`src/rtl/layer_serializer_pkg.sv`:
```
`default_nettype none
// ============================================================================
// Module   : layer_serializer_pkg
// Brief    : Shared state type and index-width helper for layer_serializer.
// Revision : 1.0
// ============================================================================
package layer_serializer_pkg;

    typedef enum logic [0:0] {
        COLLECT = 1'b0,
        SEND    = 1'b1
    } ser_state_t;

    function automatic int idx_width(input int n);
        return (n < 2) ? 1 : $clog2(n);
    endfunction

endpackage
`default_nettype wire

```
`src/rtl/argmax_tracker.sv`:
```
`default_nettype none
// ============================================================================
// Module   : argmax_tracker
// Brief    : Running signed maximum over a serialized frame; ties keep the
//            lower index, result published one cycle after the last word.
// Revision : 1.0
// ============================================================================
module argmax_tracker
    import layer_serializer_pkg::*;
#(
    parameter int NUM_NEURON = 30,
    parameter int DATA_WIDTH = 16
) (
    input  logic                                 clk,
    input  logic                                 rst,
    input  logic                                 i_clear,
    input  logic                                 i_update,
    input  logic [DATA_WIDTH-1:0]                i_value,
    input  logic [idx_width(NUM_NEURON)-1:0]     i_index,
    input  logic                                 i_done,
    output logic [idx_width(NUM_NEURON)-1:0]     o_argmax,
    output logic                                 o_argmax_valid
);

    localparam int IDX_W = idx_width(NUM_NEURON);

    logic [DATA_WIDTH-1:0] r_max;
    logic [IDX_W-1:0]      r_max_idx;
    logic                  r_have;
    logic                  w_take;
    logic [IDX_W-1:0]      w_best_idx;

    // Strict greater-than keeps the earlier (lower) index on ties.
    assign w_take     = i_update && (!r_have || ($signed(i_value) > $signed(r_max)));
    assign w_best_idx = w_take ? i_index : r_max_idx;

    always_ff @(posedge clk or posedge rst) begin
        if (rst) begin
            r_max          <= '0;
            r_max_idx      <= '0;
            r_have         <= 1'b0;
            o_argmax       <= '0;
            o_argmax_valid <= 1'b0;
        end else begin
            o_argmax_valid <= 1'b0;
            if (i_clear) begin
                r_have <= 1'b0;
            end else if (i_update) begin
                if (w_take) begin
                    r_max     <= i_value;
                    r_max_idx <= i_index;
                    r_have    <= 1'b1;
                end
                if (i_done) begin
                    o_argmax       <= w_best_idx;
                    o_argmax_valid <= 1'b1;
                end
            end
        end
    end

endmodule
`default_nettype wire

```
`src/rtl/layer_serializer.sv`:
```
`default_nettype none
// ============================================================================
// Module   : layer_serializer
// Brief    : Collects one word per neuron into a frame buffer, then streams
//            the frame in index order. LAYER_SERIALIZER_ARGMAX_EN adds argmax.
// Revision : 1.0
// ============================================================================
module layer_serializer
    import layer_serializer_pkg::*;
#(
    parameter int NUM_NEURON = 30,
    parameter int DATA_WIDTH = 16
) (
    input  logic                                 i_clk,
    input  logic                                 i_reset,
    input  logic [NUM_NEURON*DATA_WIDTH-1:0]     i_data,
    input  logic [NUM_NEURON-1:0]                i_data_valid,
    output logic [DATA_WIDTH-1:0]                o_data,
    output logic                                 o_data_valid,
    input  logic                                 i_data_ready,
    output logic                                 o_last,
    output logic                                 o_busy,
    output logic                                 o_overrun,
    output logic [idx_width(NUM_NEURON)-1:0]     o_argmax,
    output logic                                 o_argmax_valid
);

    localparam int               IDX_W      = idx_width(NUM_NEURON);
    localparam logic [IDX_W-1:0] C_LAST_IDX = IDX_W'(NUM_NEURON - 1);

    ser_state_t            r_state;
    logic [DATA_WIDTH-1:0] r_buf [NUM_NEURON];
    logic [NUM_NEURON-1:0] r_mask;
    logic [IDX_W-1:0]      r_idx;

    logic                  w_xfer;
    logic                  w_start;
    logic                  w_frame_done;
    logic [IDX_W-1:0]      w_idx_next;
    logic [DATA_WIDTH-1:0] w_first_word;

    assign w_xfer       = o_data_valid & i_data_ready;
    assign w_start      = (r_state == COLLECT) && (&(r_mask | i_data_valid));
    assign w_frame_done = w_xfer & o_last;
    assign w_idx_next   = r_idx + 1'b1;
    // Word 0 may arrive on the very edge that completes the frame.
    assign w_first_word = i_data_valid[0] ? i_data[DATA_WIDTH-1:0] : r_buf[0];

    always_ff @(posedge i_clk or posedge i_reset) begin
        if (i_reset) begin
            r_state      <= COLLECT;
            r_mask       <= '0;
            r_idx        <= '0;
            o_data       <= '0;
            o_data_valid <= 1'b0;
            o_last       <= 1'b0;
            o_busy       <= 1'b0;
            o_overrun    <= 1'b0;
            for (int k = 0; k < NUM_NEURON; k++) begin
                r_buf[k] <= '0;
            end
        end else begin
            case (r_state)
                COLLECT: begin
                    for (int k = 0; k < NUM_NEURON; k++) begin
                        if (i_data_valid[k]) begin
                            r_buf[k] <= i_data[k*DATA_WIDTH +: DATA_WIDTH];
                        end
                    end
                    if (|(i_data_valid & r_mask)) begin
                        o_overrun <= 1'b1;
                    end
                    if (w_start) begin
                        r_state      <= SEND;
                        r_mask       <= '0;
                        r_idx        <= '0;
                        o_data       <= w_first_word;
                        o_data_valid <= 1'b1;
                        o_last       <= 1'b0;
                        o_busy       <= 1'b1;
                    end else begin
                        r_mask <= r_mask | i_data_valid;
                    end
                end
                SEND: begin
                    // Buffer is frozen while sending; late words are dropped.
                    if (|i_data_valid) begin
                        o_overrun <= 1'b1;
                    end
                    if (w_frame_done) begin
                        r_state      <= COLLECT;
                        r_idx        <= '0;
                        o_data_valid <= 1'b0;
                        o_last       <= 1'b0;
                        o_busy       <= 1'b0;
                    end else if (w_xfer) begin
                        r_idx  <= w_idx_next;
                        o_data <= r_buf[w_idx_next];
                        o_last <= (w_idx_next == C_LAST_IDX);
                    end
                end
                default: r_state <= COLLECT;
            endcase
        end
    end

`ifdef LAYER_SERIALIZER_ARGMAX_EN
    argmax_tracker #(
        .NUM_NEURON (NUM_NEURON),
        .DATA_WIDTH (DATA_WIDTH)
    ) u_argmax (
        .clk            (i_clk),
        .rst            (i_reset),
        .i_clear        (w_start),
        .i_update       (w_xfer),
        .i_value        (o_data),
        .i_index        (r_idx),
        .i_done         (w_frame_done),
        .o_argmax       (o_argmax),
        .o_argmax_valid (o_argmax_valid)
    );
`else
    assign o_argmax       = '0;
    assign o_argmax_valid = 1'b0;
`endif

endmodule
`default_nettype wire

```
`config.mk`:
```
export PLATFORM = sky130hd
export DESIGN_NAME = layer_serializer
export DESIGN_NICKNAME = d
export VERILOG_FILES = /design/src/rtl/layer_serializer_pkg.sv /design/src/rtl/argmax_tracker.sv /design/src/rtl/layer_serializer.sv
export SDC_FILE = /design/constraint.sdc
export NUM_CORES = 1
export LEC_CHECK = 0
export CAP_MARGIN = 10
export CELL_PAD_IN_SITES_DETAIL_PLACEMENT = 0
export CELL_PAD_IN_SITES_GLOBAL_PLACEMENT = 2
export CORE_UTILIZATION = 35
export CTS_BUF_LIST = sky130_fd_sc_hd__clkbuf_8 sky130_fd_sc_hd__clkbuf_16
export CTS_CLUSTER_DIAMETER = 100
export DETAILED_ROUTE_END_ITERATION = 10
export PLACE_DENSITY_LB_ADDON = 0.1
export SKIP_CTS_REPAIR_TIMING = 1
export SYNTH_ARGS = -nofsm -noshare
export SYNTH_HDL_FRONTEND = slang
export SYNTH_SLANG_ARGS = --single-unit
```
`constraint.sdc`:
```
create_clock -name i_clk -period 20.8 [get_ports i_clk]
set_input_delay 2.08 -clock i_clk [delete_from_list [all_inputs] [get_ports i_clk]]
set_output_delay 2.08 -clock i_clk [all_outputs]
set_load 0.03 [all_outputs]
```
==> run metrics <==
VDD IR-drop max=0.1182 mV; most frequent cells after synthesis=dfrtp_1, mux2_2, mux4_2; final worst-path cycle share=21.07%; first-pass GRT wire length=128200 um; hpwl dp=65800 um; gpl congestion=0.8518; mean number of vias per cell=5.233; Startpoint Class=input pin; crit end category=flip-flop; Setup WS post-layout=16.42 ns; H-tree depth=2; register area=13390 um2; WP data required=21.29 ns; post-synthesis sequential area ratio=54.05%; num ports=539; Max-slew headroom=18.24%; Worst Clk Skew=0.04809 ns; fillers=6224; Syn. warnings=0; clock root buffer master=clkbuf_16; worst-skew pair later-pin latency=0.64 ns; Die Wd=268.0 um; total CTS buffers=59; Worst-Margin Slew=1.221 ns; routed wire length per instance=27.81 um; PortBufs=532; CP Data Arrival Time=4.87 ns; largest buffer count on any clock path=3; Total GRT Usage=24.90%; Synth area leaders=dfrtp_1, mux2_2, mux4_2; Power Total=5.328 mW; post-synthesis register bit count=535; status=complete, no violations; synthesized area=24770 um2; max-slew violation count=0; post-synth top area share=54.05%; die height=268.0 um; pwr/cell area=160.9 nW/um2; share of cells above drive strength 1=34.71%; final worst path period need=4.382 ns; GRT overflow=0; final wirelength=88960 um; # Max-Cap Violations=0; Static Leak=13.06 nW; Layout area overhead=33.68%; count leader, synth=dfrtp_1; Main synth FF type=dfrtp_1; final setup fails=0; Die Area=71830 um2; Hold Vio Cnt, Final=0; maximum clock rate=228.2 MHz; Clock Pin Slew Worst Setup and Hold Paths=0.06 ns; clock sinks=535; vias in the first global route=18170; Setup WS pre-CTS=15.79 ns; TritonCTS clock tree=yes; Detail Route Antenna Nets=0; crit-path max FO=24; TritonRoute pass-1 iters=5; Async S/R FF share, synth=100.0%; row cnt=97; Initial Util=35.37%; largest net degree at the start of global routing=155; Worst Setup Path Type=in2reg; number of flops mapped to enable cells by yosys=0; Remaining DRCs=0; core footprint=70030 um2; unrepaired setup endpoints after global routing=false; Gate Count Post-Synth=1698; vias=16740; Synth area leader=dfrtp_1; Initial DRC Count=987; Multi-input gate area=10810 um2; antenna violations before repair=21; Netlist cell types=55; Mapped Avg Cell Area=14.59 um2; Hold WC Path Type=reg2reg; layout net count=2715; final total negative setup slack=0 ns
[registers in the layout, summed over array words and instances (netlist names)]
| signal | cells |
|---|---|
| o_last | 1 |
| r_mask | 30 |
| r_idx | 5 |
| o_data | 16 |
| r_state | 1 |
| o_busy | 1 |
| o_overrun | 1 |
| r_buf | 480 |
[power breakdown]
part	total, mW	leakage (nW)	switching, mW	internal (mW)
Sequential	1.86	6.17	0.297	1.56
Combinational	2.38	5.83	1.18	1.20
Clock	1.09	1.06	0.444	0.646
Total	5.33	13.1	1.92	3.41
[logic make-up (layout without fill, tap and decap cells)]
group | count (synthesis) | in the layout | share of synthesized area (%)
buffers and inverters | 141 | 685 | 2.854
other | 1 | 18 | 0.01514
XOR/XNOR | 7 | 7 | 0.3536
multiplexers | 636 | 636 | 34.06
flip-flops | 535 | 535 | 54.05
adder cells (fa/ha/maj) | 2 | 2 | 0.1010
AO/OA/AOI/OAI | 141 | 141 | 4.223
AND/OR/NAND/NOR | 235 | 235 | 4.344
[stage by stage]
step,cells,utilization (%),area [um2],hold WS [ns]
6_report,3199,47.28,33110,0.4945
3_3_place_gp,3079,44.35,31060,0.4735
5_1_grt,3194,47.27,33100,0.5152
2_1_floorplan,1703,-,24790,0.4752
3_5_place_dp,3079,44.35,31060,0.4804
4_1_cts,3187,47.24,33080,0.4947
[layout make-up]
cell class,instances,area share [%]
Antenna cell,12,0.09069
Clock buffer,78,5.283
Clock inverter,30,0.8351
Inverter,11,0.1474
Multi-Input combinational cell,1027,32.64
Sequential cell,535,40.45
Tap cell,940,3.552
Timing Repair Buffer,566,17.00
[cell usage in the layout (no fill, tap or decap), types with 5 or more instances in the layout]
cell,Yosys,routed
mux2_2,484,484
nor2b_2,0,29
a211oi_1,9,9
nor2b_1,34,5
o22ai_1,28,28
nand4_1,5,5
a21oi_1,19,19
a31o_1,5,5
mux4_2,117,117
buf_4,16,30
mux2i_1,35,35
nor2_1,87,87
inv_1,10,22
o21ai_1,6,6
clkbuf_8,0,18
conb_1,1,6
and3_1,7,7
a211oi_2,5,5
nor4_1,16,16
dfrtp_1,535,533
a31oi_1,14,14
o21ai_0,5,5
o21ba_1,5,5
clkdlybuf4s50_1,0,532
bufinv_16,0,5
diode_2,0,12
nand2_1,67,67
a22o_1,5,5
a22oi_1,7,7
clkinv_2,0,9
clkbuf_16,0,60
nand3_1,9,9
[final timing paths]
check / startpoint / endpoint / slack, ns / depth (start not counted)
worst max-delay path: i_data_valid[0] / o_data[1] / 16.42 / 8
worst min register to register: o_data[13] / o_data[13] / 0.49 / 2
worst max register to register: r_idx[0] / o_data[6] / 16.49 / 7
worst min-delay path: o_data[13] / o_data[13] / 0.49 / 2
min in group asynchronous: i_reset / r_buf[164] / 1.98 / 2
max in group asynchronous: i_reset / r_idx[0] / 16.53 / 4
[critical path: stages]
cell and delay [ns]:
clkdlybuf4s50_1 0.47, buf_4 0.37, o22ai_1 0.13, nor4_1 0.19, and4_1 0.33, nand2b_1 0.80, o21ai_0 0.26, o22a_1 0.22
[routing by layer]
metal  vias up  routed length (um)  global-route usage (%)
li1       7304                   -                       -
met1      8859               38850                   33.66
met2       447               43050                   40.46
met3       109                5126                   5.544
met4        20                1799                   6.317
met5         -                 137                       0
Note: power is estimated with default switching activity, not from simulation.
==> RTL change 1: new RTL, same flow settings <==
Change the parameter `NUM_NEURON` from 30 to 15.
--- a/src/rtl/layer_serializer.sv
+++ b/src/rtl/layer_serializer.sv
@@ -10,3 +10,3 @@
 #(
-    parameter int NUM_NEURON = 30,
+    parameter int NUM_NEURON = 15,
     parameter int DATA_WIDTH = 16
Ports: changed (resized i_data, i_data_valid and o_argmax); port bits go from 539 to 283. No check against the original RTL was run, so the function may have changed too.
==> RTL change 1 against the original RTL <==
  * Die area fell by 47%
  * Setup slack got worse by 0.11 ns
  * Count of clock-buffer cells in the layout fell by 34
  * Global-route usage fell by 4.4 points
  * Routed wire length fell by 57%
  * First-iteration DRC count fell by 62%
  * Final cell count fell by 48%
  * Synthesized area fell by 48%
  * Fmax fell by 2.4%
  * Register-to-register slack improved by 0.65 ns
  * Final area fell by 48%
  * Power fell by 45%
  * Non-clock buffer count fell by 277
  * Sequential cell count fell by 256
  * Critical endpoint is now r_idx[3]
  * Highest routed layer unchanged
==> RTL change 1: results (changes against the original RTL) <==
outcome:
  outcome: "complete, no violations"
place:
  dp_hpwl_mm: 26.64  # -60%
  gp_congestion: 0.7871  # -7.6%
  placed_cells: 1592  # -48%
  pre_cts_ws_ns: 15.79  # -0.003000 ns
synth:
  synth_area_leaders: "dfrtp_1, mux2_2, mux4_2"
  synth_cell_types: 46  # -16%
  synth_common_cells: "dfrtp_1, mux2_2, mux4_2"
  avgSynthCellArea_um2: 14.30  # -2.0%
  synth_seq_area_share: 0.5390  # -0.001539
clock_network:
  cts_made_buffers: 35  # -41%
  clk_latency_ns: 0.52  # -0.12 ns
  htreeDepth: 2  # unchanged
sta:
  clock_skew_ns: 0.01776  # -0.03033 ns
  tightest_slew_ns: 1.085  # -0.1358 ns
drt:
  vias_per_cell: 5.176  # -1.1%
  drtIter0Drc: 372  # -62%
  routed_wl_mm: 38.22  # -57%
  wire_per_inst_um: 23.15  # -17%
grt:
  antenna_found_initial: 5  # -76%
  grtUsageTotal: 0.2053  # -0.04371
  grt_pass1_wl_mm: 57.99  # -55%
  grt_pass1_vias: 9084  # -50%
  grt_max_degree: 170  # +9.7%
setup_path:
  r2r_cells: 6  # -1
  cp_max_fo: 35  # +46%
  critical_path_arrival_ns: 4.89  # +0.02 ns
pwr:
  ir_drop_mv: 0.06536  # -45%
  leakage_nw: 7.035  # -46%
cells_and_area:
  fin_nets: 1421  # -48%
  drive_gt1_frac: 0.3277  # -0.01944
  fill_cells: 3280  # -47%
  top_regs: "r_buf: 240 flops, o_data: 16 flops, r_mask: 15 flops"
-- RTL change 1: where the power goes --
part           leakage (nW)  internal, mW  switching [mW]  total (mW)
clock network         0.590         0.367           0.229       0.597
logic                  3.21         0.685           0.647        1.33
registers              3.23         0.824           0.161       0.985
-- RTL change 1: area by class of cell --
type,count,area share
Multi-Input combinational cell,537,0.3252
Timing Repair Buffer,289,0.1664
Tap cell,468,0.03390
Clock buffer,44,0.05918
Inverter,19,0.004563
Sequential cell,279,0.4044
Clock inverter,13,0.006012
Antenna cell,2,0.0002897
-- RTL change 1: worst max-delay path: stages --
cell	delay (ns)
clkdlybuf4s50_1	0.47
buf_4	0.36
o22ai_1	0.15
nor4_2	0.47
nand4_1	0.80
a31o_2	0.54
-- RTL change 1: final timing paths --
| kind | startpoint | endpoint | slack, ns |
|---|---|---|---|
| max in group asynchronous | i_reset | r_idx[0] | 17.17 |
| worst max-delay path | i_data_valid[0] | r_idx[3] | 16.31 |
| min in group asynchronous | i_reset | r_buf[154] | 2.08 |
| worst max register to register | r_idx[0] | o_data[15] | 17.14 |
| worst min-delay path | o_data[14] | o_data[14] | 0.48 |
| worst min register to register | o_data[14] | o_data[14] | 0.48 |
-- RTL change 1: cell families (layout without fill, tap and decap cells) --
family                   count (synthesis)  in the layout  synth area share
XOR/XNOR                                 3              3          0.002609
other                                    1              7         0.0002895
AO/OA/AOI/OAI                          132            132           0.08568
buffers and inverters                   94            365           0.03506
flip-flops                             279            279            0.5390
AND/OR/NAND/NOR                        104            104           0.03999
adder cells (fa/ha/maj)                  2              2          0.001931
multiplexers                           291            291            0.2955
-- RTL change 1: layer usage --
layer	part of all wire	vias to the layer above	global-route usage
li1	-	3876	-
met1	0.48	4365	0.2985
met2	0.44	252	0.3078
met3	0.060	48	0.05154
met4	0.017	4	0.04497
met5	0.00063	-	0
-- RTL change 1: stage by stage --
step                  util  power (mW)  hold slack [ns]  cell area [µm²]
floorplan                -       1.904           0.4750            12970
global placement    0.4420       2.326           0.4552            16140
detailed placement  0.4420       2.350           0.4524            16140
CTS                 0.4728       2.959           0.4755            17270
global route        0.4728       3.090           0.5085            17270
finish              0.4730       2.914           0.4754            17270
==> RTL change 2: new RTL, same flow settings <==
Made on the original files. Reset style: synchronous (`i_reset`), changed in one clocked block.
--- a/src/rtl/layer_serializer.sv
+++ b/src/rtl/layer_serializer.sv
@@ -48,3 +48,3 @@
 
-    always_ff @(posedge i_clk or posedge i_reset) begin
+    always_ff @(posedge i_clk) begin
         if (i_reset) begin
Function: not settled (the Yosys comparison gave no result); the edit may change what the design does.
==> RTL change 2 against the original RTL <==
  * Critical path depth unchanged
  * Setup slack gained 0.065 ns
  * Clock skew is 0.028 ns lower
  * Core utilization about the same
  * Routed wire length shrank 1.5%
  * Synthesized area fell by 0.64%
  * Sequential cell count did not move
  * Register-to-register slack better by 0.09 ns
  * Worst hold slack worse by 0.015 ns
  * Final area shrank 1.3%
  * Critical endpoint is now o_data[10]
Power is not compared: it rests on default switching activity, and its combinational part moved more than twofold at a synthesized area within 25%.
==> RTL change 2: results (changes against the original RTL) <==
outcome:
  outcome: "complete, no violations"
setup_path:
  cp_max_fo: 20  # -17%
  path_delay_family: "compound AO/OA/AOI/OAI gates"
  cp_slowest_cell: "a21oi_2"
  critical_path_arrival_ns: 4.76  # -0.11 ns
grt:
  met1_usage: 0.3278  # -0.008814
  grt_max_degree: 142  # -8.4%
  grt_pass1_vias: 17300  # -4.8%
  grtUsageTotal: 0.2428  # -0.006214
  use_met3: 0.04671  # -0.008730
  grt_pass1_wl_mm: 122.3  # -4.6%
  grt_use_met2: 0.4036  # -0.001057
place:
  dp_hpwl_mm: 64.47  # -2.0%
  placed_cell_area_um2: 30780  # -0.90%
  pre_cts_ws_ns: 15.90  # +0.1034 ns
  placed_cells: 3141  # +2.0%
  gp_congestion: 0.8875  # +4.2%
synth:
  synthMuxAreaShare: 0.1107  # -0.2299
  synthArstFlopShare: 0  # -1.000
  synth_seq_area_share: 0.6304  # +0.08989
  synth_xor_area_frac: 0.001423  # -0.002113
  synth_fa_ha_area_frac: 0.001017  # +0.000006472
  synth-compound-area-share: 0.04077  # -0.001458
  synth_common_cells: "edfxtp_1, and2_1, nor2b_1"
  synth_area_leaders: "edfxtp_1, mux4_2, and2_1"
  avgSynthCellArea_um2: 13.83  # -5.2%
  synth_edf_count: 480  # +480
  synth_cell_types: 56  # +1.8%
clock_network:
  clk_latency_ns: 0.62  # -0.02 ns
  cts_made_buffers: 59  # unchanged
  clock-root-buffer: "clkbuf_16"
sta:
  tightest_slew_ns: 1.199  # -0.02215 ns
  clock_skew_ns: 0.02057  # -0.02752 ns
pwr:
  switching_share: 0.2233
  p_int_mw: 1.944
drt:
  wl_met1_mm: 38.02  # -2.1%
  drtIter0Drc: 1306  # +32%
  dr_wl_met2_mm: 42.73  # -0.76%
  vias_per_cell: 5.075  # -3.0%
  routed_wl_mm: 87.61  # -1.5%
  wl_met3_mm: 5.318  # +3.7%
cells_and_area:
  fin_nets: 2792  # +2.8%
  drive_gt1_frac: 0.1068  # -0.2403
[RTL change 2: cell count changes after synthesis, sizes merged, moves of 37 or more]
cell / before / now
nor2b: 34 / 208
dfrtp: 535 / 0
nand3: 9 / 53
mux2: 484 / 1
nand2: 67 / 118
edfxtp: 0 / 480
and2: 0 / 291
dfxtp: 0 / 55
buf: 79 / 42
[RTL change 2: area by class of cell]
type	count	area, µm²	area share
Tap cell	931	1165	0.03565
Inverter	21	78.83	0.002413
Clock inverter	39	219.0	0.006702
Multi-Input combinational cell	1108	8581	0.2626
Sequential cell	535	15520	0.4750
Clock buffer	67	1609	0.04925
Timing Repair Buffer	552	5485	0.1679
Antenna cell	6	15.01	0.0004596
[RTL change 2: path summary, 6_finish.rpt]
kind / from / to / slack, ns / depth (start not counted)
max reg2reg: r_idx[0] / o_data[1] / 16.58 / 6
max: i_data_valid[0] / o_data[10] / 16.48 / 8
min reg2reg: r_mask[12] / r_mask[12] / 0.48 / 2
min: r_mask[12] / r_mask[12] / 0.48 / 2
